$ cat config.mk
export PLATFORM = sky130hd
export DESIGN_NAME = wb_stage
export DESIGN_NICKNAME = d
export VERILOG_FILES = /design/src/rtl/rv32i_opcodes_pkg.sv /design/src/rtl/load_extend.sv /design/src/rtl/wb_stage.sv
export SDC_FILE = /design/constraint.sdc
export NUM_CORES = 1
export LEC_CHECK = 0
export CAP_MARGIN = 20
export CORE_ASPECT_RATIO = 1.5
export CORE_MARGIN = 2
export CORE_UTILIZATION = 35
export CTS_CLUSTER_SIZE = 8
export DETAILED_ROUTE_END_ITERATION = 8
export PLACE_DENSITY = 0.77
export SKIP_CTS_REPAIR_TIMING = 1
export SLEW_MARGIN = 20
export SYNTH_ARGS = -nofsm -noshare
export SYNTH_HDL_FRONTEND = slang
export SYNTH_SLANG_ARGS = --single-unit
$ cat constraint.sdc
create_clock -name clk -period 1.6 [get_ports clk]
set_input_delay 0.16 -clock clk [delete_from_list [all_inputs] [get_ports clk]]
set_output_delay 0.16 -clock clk [all_outputs]
set_load 0.1 [all_outputs]
$ cat src/rtl/rv32i_opcodes_pkg.sv
`default_nettype none
// ============================================================================
// Module   : rv32i_opcodes (package)
// Purpose  : Shared encodings for the rv32i core: write-back source select,
//            load size, and the write-back stage state encoding.
// Contents : wb_src_t   - WB_ALU / WB_MEM / WB_PC4 / WB_CSR (2-bit)
//            ld_size_t  - LD_B / LD_H / LD_W (2-bit, 2'b11 reserved -> word)
//            wb_state_t - IDLE / WAIT_MEM (1-bit)
// Revision : 1.0 - initial release
// ============================================================================
package rv32i_opcodes;

    typedef enum logic [1:0] {
        WB_ALU = 2'b00,
        WB_MEM = 2'b01,
        WB_PC4 = 2'b10,
        WB_CSR = 2'b11
    } wb_src_t;

    // Encoding 2'b11 is reserved; consumers decode it as a word load.
    typedef enum logic [1:0] {
        LD_B = 2'b00,
        LD_H = 2'b01,
        LD_W = 2'b10
    } ld_size_t;

    typedef enum logic [0:0] {
        IDLE     = 1'b0,
        WAIT_MEM = 1'b1
    } wb_state_t;

endpackage : rv32i_opcodes
`default_nettype wire

$ cat src/rtl/load_extend.sv
`default_nettype none
// ============================================================================
// Module   : load_extend
// Purpose  : Combinational sub-word extraction and sign/zero extension of
//            aligned-word load data. Shared by the register write path and
//            the early-forwarding path of wb_stage.
// Ports    : i_raw    [WIDTH]  raw aligned-word load data
//            i_size   ld_size_t  LD_B / LD_H / LD_W (reserved -> word)
//            i_signed           1 = sign-extend, 0 = zero-extend
//            i_off    [2]       byte offset (address bits [1:0])
//            o_ext    [WIDTH]   extended result
// Revision : 1.0 - initial release
// ============================================================================
module load_extend
    import rv32i_opcodes::*;
#(
    parameter int WIDTH = 32
) (
    input  logic [WIDTH-1:0] i_raw,
    input  ld_size_t         i_size,
    input  logic             i_signed,
    input  logic [1:0]       i_off,
    output logic [WIDTH-1:0] o_ext
);

    logic [7:0]       w_byte;
    logic [15:0]      w_half;
    logic [WIDTH-1:0] w_word_ext;

    // Word loads ignore the offset; on a 64-bit datapath the low word is
    // extended, on a 32-bit datapath it passes through untouched.
    generate
        if (WIDTH == 32) begin : g_word32
            assign w_word_ext = i_raw[31:0];
        end else begin : g_word64
            assign w_word_ext = {{(WIDTH-32){i_signed & i_raw[31]}}, i_raw[31:0]};
        end
    endgenerate

    always_comb begin
        w_byte = i_raw[7:0];
        case (i_off)
            2'd1:    w_byte = i_raw[15:8];
            2'd2:    w_byte = i_raw[23:16];
            2'd3:    w_byte = i_raw[31:24];
            default: w_byte = i_raw[7:0];
        endcase
        // Halfword uses only off[1]; a misaligned off[0] is ignored.
        w_half = i_off[1] ? i_raw[31:16] : i_raw[15:0];

        case (i_size)
            LD_B:    o_ext = {{(WIDTH-8){i_signed & w_byte[7]}}, w_byte};
            LD_H:    o_ext = {{(WIDTH-16){i_signed & w_half[15]}}, w_half};
            default: o_ext = w_word_ext;
        endcase
    end

endmodule : load_extend
`default_nettype wire

$ cat src/rtl/wb_stage.sv
`default_nettype none
// ============================================================================
// Module   : wb_stage
// Purpose  : Registered, handshaked register-file write-back stage. Accepts
//            one retiring instruction per cycle, selects ALU / PC+4 / CSR
//            results directly, or waits for a load response and extends it.
// Ports    : clk, rst_n (synchronous, active-low)
//            in_valid/in_ready handshake; in_rd, in_src, in_ld_size,
//            in_ld_signed, in_byte_off, alu_out, pc_plus4, csr_rd_data
//            mem_rsp_valid, mem_rd_data  - load response
//            rf_wr_en/rf_wr_addr/rf_wr_data - registered RF write port
//            busy (load outstanding), stray_rsp (sticky unexpected response)
//            fwd_valid/fwd_rd/fwd_data - forwarding bus (WB_FWD_EN only)
// Config   : define WB_FWD_EN to add the forwarding bus.
// Revision : 1.0 - initial release
// ============================================================================
module wb_stage
    import rv32i_opcodes::*;
#(
    parameter int WIDTH   = 32,
    parameter int RADDR_W = 5
) (
    input  logic               clk,
    input  logic               rst_n,
    input  logic               in_valid,
    output logic               in_ready,
    input  logic [RADDR_W-1:0] in_rd,
    input  wb_src_t            in_src,
    input  ld_size_t           in_ld_size,
    input  logic               in_ld_signed,
    input  logic [1:0]         in_byte_off,
    input  logic [WIDTH-1:0]   alu_out,
    input  logic [WIDTH-1:0]   pc_plus4,
    input  logic [WIDTH-1:0]   csr_rd_data,
    input  logic               mem_rsp_valid,
    input  logic [WIDTH-1:0]   mem_rd_data,
    output logic               rf_wr_en,
    output logic [RADDR_W-1:0] rf_wr_addr,
    output logic [WIDTH-1:0]   rf_wr_data,
    output logic               busy,
    output logic               stray_rsp
`ifdef WB_FWD_EN
    ,
    output logic               fwd_valid,
    output logic [RADDR_W-1:0] fwd_rd,
    output logic [WIDTH-1:0]   fwd_data
`endif
);

    wb_state_t          r_state;
    wb_state_t          w_state_nxt;

    logic [RADDR_W-1:0] r_ld_rd;
    ld_size_t           r_ld_size;
    logic               r_ld_signed;
    logic [1:0]         r_ld_off;

    logic               r_wr_en;
    logic [RADDR_W-1:0] r_wr_addr;
    logic [WIDTH-1:0]   r_wr_data;
    logic               r_stray;

    logic               w_accept;
    logic               w_rsp_take;
    logic [WIDTH-1:0]   w_src_sel;
    logic [WIDTH-1:0]   w_ld_ext;

    // Ready is gated by rst_n so nothing is accepted in the reset cycle.
    assign in_ready   = (r_state == IDLE) && rst_n;
    assign busy       = (r_state == WAIT_MEM);
    assign w_accept   = in_valid && in_ready;
    assign w_rsp_take = (r_state == WAIT_MEM) && mem_rsp_valid;

    always_comb begin
        w_src_sel = alu_out;
        case (in_src)
            WB_PC4:  w_src_sel = pc_plus4;
            WB_CSR:  w_src_sel = csr_rd_data;
            default: w_src_sel = alu_out;
        endcase
    end

    load_extend #(
        .WIDTH    (WIDTH)
    ) u_load_extend (
        .i_raw    (mem_rd_data),
        .i_size   (r_ld_size),
        .i_signed (r_ld_signed),
        .i_off    (r_ld_off),
        .o_ext    (w_ld_ext)
    );

    // ---------------- FSM ----------------
    always_ff @(posedge clk) begin
        if (!rst_n) begin
            r_state <= IDLE;
        end else begin
            r_state <= w_state_nxt;
        end
    end

    always_comb begin
        w_state_nxt = r_state;
        case (r_state)
            IDLE:     if (w_accept && (in_src == WB_MEM)) w_state_nxt = WAIT_MEM;
            WAIT_MEM: if (mem_rsp_valid)                  w_state_nxt = IDLE;
            default:  w_state_nxt = IDLE;
        endcase
    end

    // ---------------- load context ----------------
    always_ff @(posedge clk) begin
        if (!rst_n) begin
            r_ld_rd     <= '0;
            r_ld_size   <= LD_B;
            r_ld_signed <= 1'b0;
            r_ld_off    <= 2'b00;
        end else if (w_accept && (in_src == WB_MEM)) begin
            r_ld_rd     <= in_rd;
            r_ld_size   <= in_ld_size;
            r_ld_signed <= in_ld_signed;
            r_ld_off    <= in_byte_off;
        end
    end

    // ---------------- registered write port ----------------
    // Writes to x0 still complete the handshake but never strobe the RF.
    always_ff @(posedge clk) begin
        if (!rst_n) begin
            r_wr_en   <= 1'b0;
            r_wr_addr <= '0;
            r_wr_data <= '0;
        end else begin
            r_wr_en <= 1'b0;
            if (w_accept && (in_src != WB_MEM)) begin
                r_wr_en   <= (in_rd != '0);
                r_wr_addr <= in_rd;
                r_wr_data <= w_src_sel;
            end else if (w_rsp_take) begin
                r_wr_en   <= (r_ld_rd != '0);
                r_wr_addr <= r_ld_rd;
                r_wr_data <= w_ld_ext;
            end
        end
    end

    // A response seen in IDLE (including the accept cycle of a load, or
    // one arriving after a reset dropped the pending load) is flagged.
    always_ff @(posedge clk) begin
        if (!rst_n) begin
            r_stray <= 1'b0;
        end else if ((r_state == IDLE) && mem_rsp_valid) begin
            r_stray <= 1'b1;
        end
    end

    assign rf_wr_en   = r_wr_en;
    assign rf_wr_addr = r_wr_addr;
    assign rf_wr_data = r_wr_data;
    assign stray_rsp  = r_stray;

`ifdef WB_FWD_EN
    // Early bypass: in the response cycle the extended load data is put on
    // the bus before it is registered; otherwise the bus mirrors the write.
    logic w_fwd_early;
    assign w_fwd_early = w_rsp_take && rst_n && (r_ld_rd != '0);
    assign fwd_valid   = r_wr_en || w_fwd_early;
    assign fwd_rd      = w_fwd_early ? r_ld_rd  : r_wr_addr;
    assign fwd_data    = w_fwd_early ? w_ld_ext : r_wr_data;
`endif

endmodule : wb_stage
`default_nettype wire
==> impl_metrics.csv <==
group,metric,value,unit
final_layout,diodes,0,
power,pwr-share-clk,27.7,%
route,routed_wl,12.9,mm
cts,cts_buffer_depth,2,
worst_setup_path,criticalPathCategory,"register to register",
global_route,antenna_found_initial,0,
route,avgRoutedWirePerCell,18.0,um
run_status,outcome,"finished clean",
die,core,0.00920,mm2
global_route,grt_pass1_wl,20.0,mm
job,max_cap_violations,0,
synth,ys_ff_latch,50,
route,drt_pre_antenna_iters,5,
synth,synthDistinctLibCells,41,
global_route,gr-usage-met2,47.3,%
timing,rsz0062_at_grt,"yes",
cts,cts_tree,"done",
min_path,hp-start,"rst_n",
global_route,grt_pass1_vias,4042,
worst_setup_path,critical_path_arrival,1.77,ns
cts,insertion_delay,0.29,ns
cts,cts_sinks,50,
final_layout,final_common_cell,"clkdlybuf4s50_1",
cts,cts_buffers,5,
global_route,grt.overflow.total,0,
route,first_iter_violations,323,
timing,setup_ws,0.0339,ns
worst_setup_path,startpoint,"r_ld_off[1]",
worst_setup_path,critical_path.startpoint_type,"register",
timing,post-route-min-period,1.57,ns
final_layout,num-fill-cells,708,
die,rows,43,
min_path,hold_class,"primary input to register",
die,die_area,0.0102,mm2
power,p_comb_share,40.2,%
power,total_power,4350,uW
worst_setup_path,rr_startpoint,"r_ld_off[1]",
worst_setup_path,crit_path_end_kind,"register",
route,vias,4050,
synth,syn_inst,407,
synth,yosysWarnings,0,
cts,cts_root_buf,"clkbuf_16",
placed_design,dp_worst_setup_slack,-0.436,ns
final_layout,final_cell_mix,"140 x clkdlybuf4s50_1, 66 x a21oi_1, 54 x nand2_1, 47 x buf_12, 46 x dfxtp_1",
timing,tightest_slew,0.494,ns
power,cellPowerDensity,711,mW/mm2
timing,hold_violations,0,
die,pin_count,185,
final_layout,areaGrowthSynthToFinish,86.5,%
power,p_leak,0.00228,uW
power,p_int,2880,uW
synth,synth_fp_nets,551,
timing,fmaxAchievable,0.639,GHz
worst_setup_path,crit_family,"compound AO/OA/AOI/OAI gates",
synth,ys_seq_area_share,30.5,%
global_route,grt_busiest_layer,"met2",
timing,whs,0.389,ns
route,drc,0,
power,p_switching,1470,uW
cts,clkTransAtPathRegs,0.07,ns
power,irDropWorstVdd,0.525,mV
global_route,use_met1,24.5,%
global_route,grt_max_degree,66,
worst_setup_path,path_buf_inv,1,
die,die_w,83.0,um
timing,max-slew-margin-rel,66.2,%
synth,syn_area_per_cell,8.06,um2
synth,syn_area,0.00328,mm2
timing,period_share,97.9,%
route,via_per_inst,5.64,
final_layout,layout.nets,749,
global_route,use_met3,4.91,%
placed_design,portBuffers,184,
worst_setup_path,critPathMaxFanout,8,
timing,final-setup-viol-count,0,
worst_setup_path,required,1.80,ns
placed_design,place.gp.congestion,0.960,
route,ant_nets,0,
placed_design,dp_hpwl,10.5,mm
worst_setup_path,path_cells,"or3_4 -> o32ai_4 -> buf_4 -> a221oi_2 -> o32ai_1",
timing,finalClockSkew,0.00829,ns
cts,h-tree-depth,2,
worst_setup_path,crit_path_max_incr_delay,0.39,ns
final_layout,utilization,66.5,%
global_route,gr-usage-all-layers,24.3,%
die,start_util,35.6,%
power,power_frac_seq,32.1,%
worst_setup_path,crit_slowest_cell,"or3_4",
timing,slew_viol_final,0,
die,die-height,123,um
power,power.share.switching,33.9,%
final_layout,drive_gt1_share,21.9,%
-- per-layer routing --
layer  part of all wire [%]  wire length (um)
met2                     54              6950
met5                      0                 0
met3                    5.5               716
met1                     36              4650
met4                    4.6               598
-- stage by stage --
step / TNS (ns) / area, um2 / instances
3_3_place_gp: -3.04 / 5890 / 709
2_1_floorplan: -0.329 / 3290 / 407
6_report: 0 / 6120 / 718
3_5_place_dp: -4.14 / 5890 / 709
4_1_cts: -1.48 / 6060 / 717
5_1_grt: -0.00751 / 6120 / 718
-- power by group through the flow --
stage,logic (uW),registers (uW),clock network [uW]
6_report,1750,1390,1210
3_5_place_dp,1740,1430,0
3_3_place_gp,1720,1420,0
5_1_grt,1830,1400,1260
4_1_cts,1740,1400,1220
2_1_floorplan,412,1870,0
-- state kept, by name, summed over array words and instances (netlist names) --
register     flops
busy             1
r_ld_off         2
r_ld_rd          5
r_ld_signed      1
r_ld_size        2
rf_wr_addr       5
rf_wr_data      32
rf_wr_en         1
stray_rsp        1
-- cell families after synthesis --
group | Yosys count | synth area share (%)
and+or+nand+nor | 110 | 14.7
muxes | 43 | 13.4
buffers and inverters | 45 | 6.49
AOI/OAI and AO/OA | 159 | 34.9
DFF | 50 | 30.5
-- layout make-up --
cell class                      count  area [um2]  share of cell area, %
Timing Repair Buffer              231        2680                   43.8
Multi-Input combinational cell    312        2100                   34.3
Sequential cell                    50        1020                   16.6
Tap cell                          112         140                   2.29
Clock buffer                        5         125                   2.05
Clock inverter                      3        43.8                  0.716
Inverter                            5        18.8                  0.307
-- cells in the mapped netlist (all sizes together) --
library cell | number | area share [%]
a22oi | 16 | 3.7
nand2 | 54 | 6.2
a21boi | 1 | 0.23
o221a | 6 | 2.1
or4 | 2 | 0.46
and3b | 1 | 0.27
o32ai | 4 | 1.6
buf | 22 | 3.9
clkbuf | 18 | 2.1
a31oi | 2 | 0.38
inv | 5 | 0.57
nor2b | 3 | 0.57
nand2b | 4 | 0.76
mux2i | 42 | 13
nand3b | 1 | 0.23
nor3b | 1 | 0.23
mux2 | 1 | 0.34
nand3 | 2 | 0.31
a2111oi | 3 | 0.80
o21ai | 7 | 1.4
o31ai | 1 | 0.23
or3 | 1 | 0.34
nor2 | 24 | 2.7
o221ai | 28 | 7.5
a22o | 7 | 1.9
nor3 | 16 | 2.4
and2 | 1 | 0.19
a21oi | 77 | 13
o211ai | 1 | 0.23
dfxtp | 50 | 31
a221oi | 3 | 0.99
a211oi | 1 | 0.61
o22ai | 2 | 0.38
-- path summary, 6_finish.rpt --
| check | to | slack, ns | depth (start not counted) |
|---|---|---|---|
| worst max-delay path | rf_wr_data[8] | 0.03 | 5 |
| worst min-delay path | rf_wr_data[2] | 0.39 | 4 |
| worst max register to register | rf_wr_data[8] | 0.03 | 5 |
| worst min register to register | r_ld_rd[0] | 0.47 | 2 |
-- worst min-delay path, stage by stage --
cell and delay, ns:
dlymetal6s2s_1 0.17, buf_4 0.19, o221ai_1 0.07, a21oi_1 0.04
No activity file was read; power rests on OpenSTA's default activity.
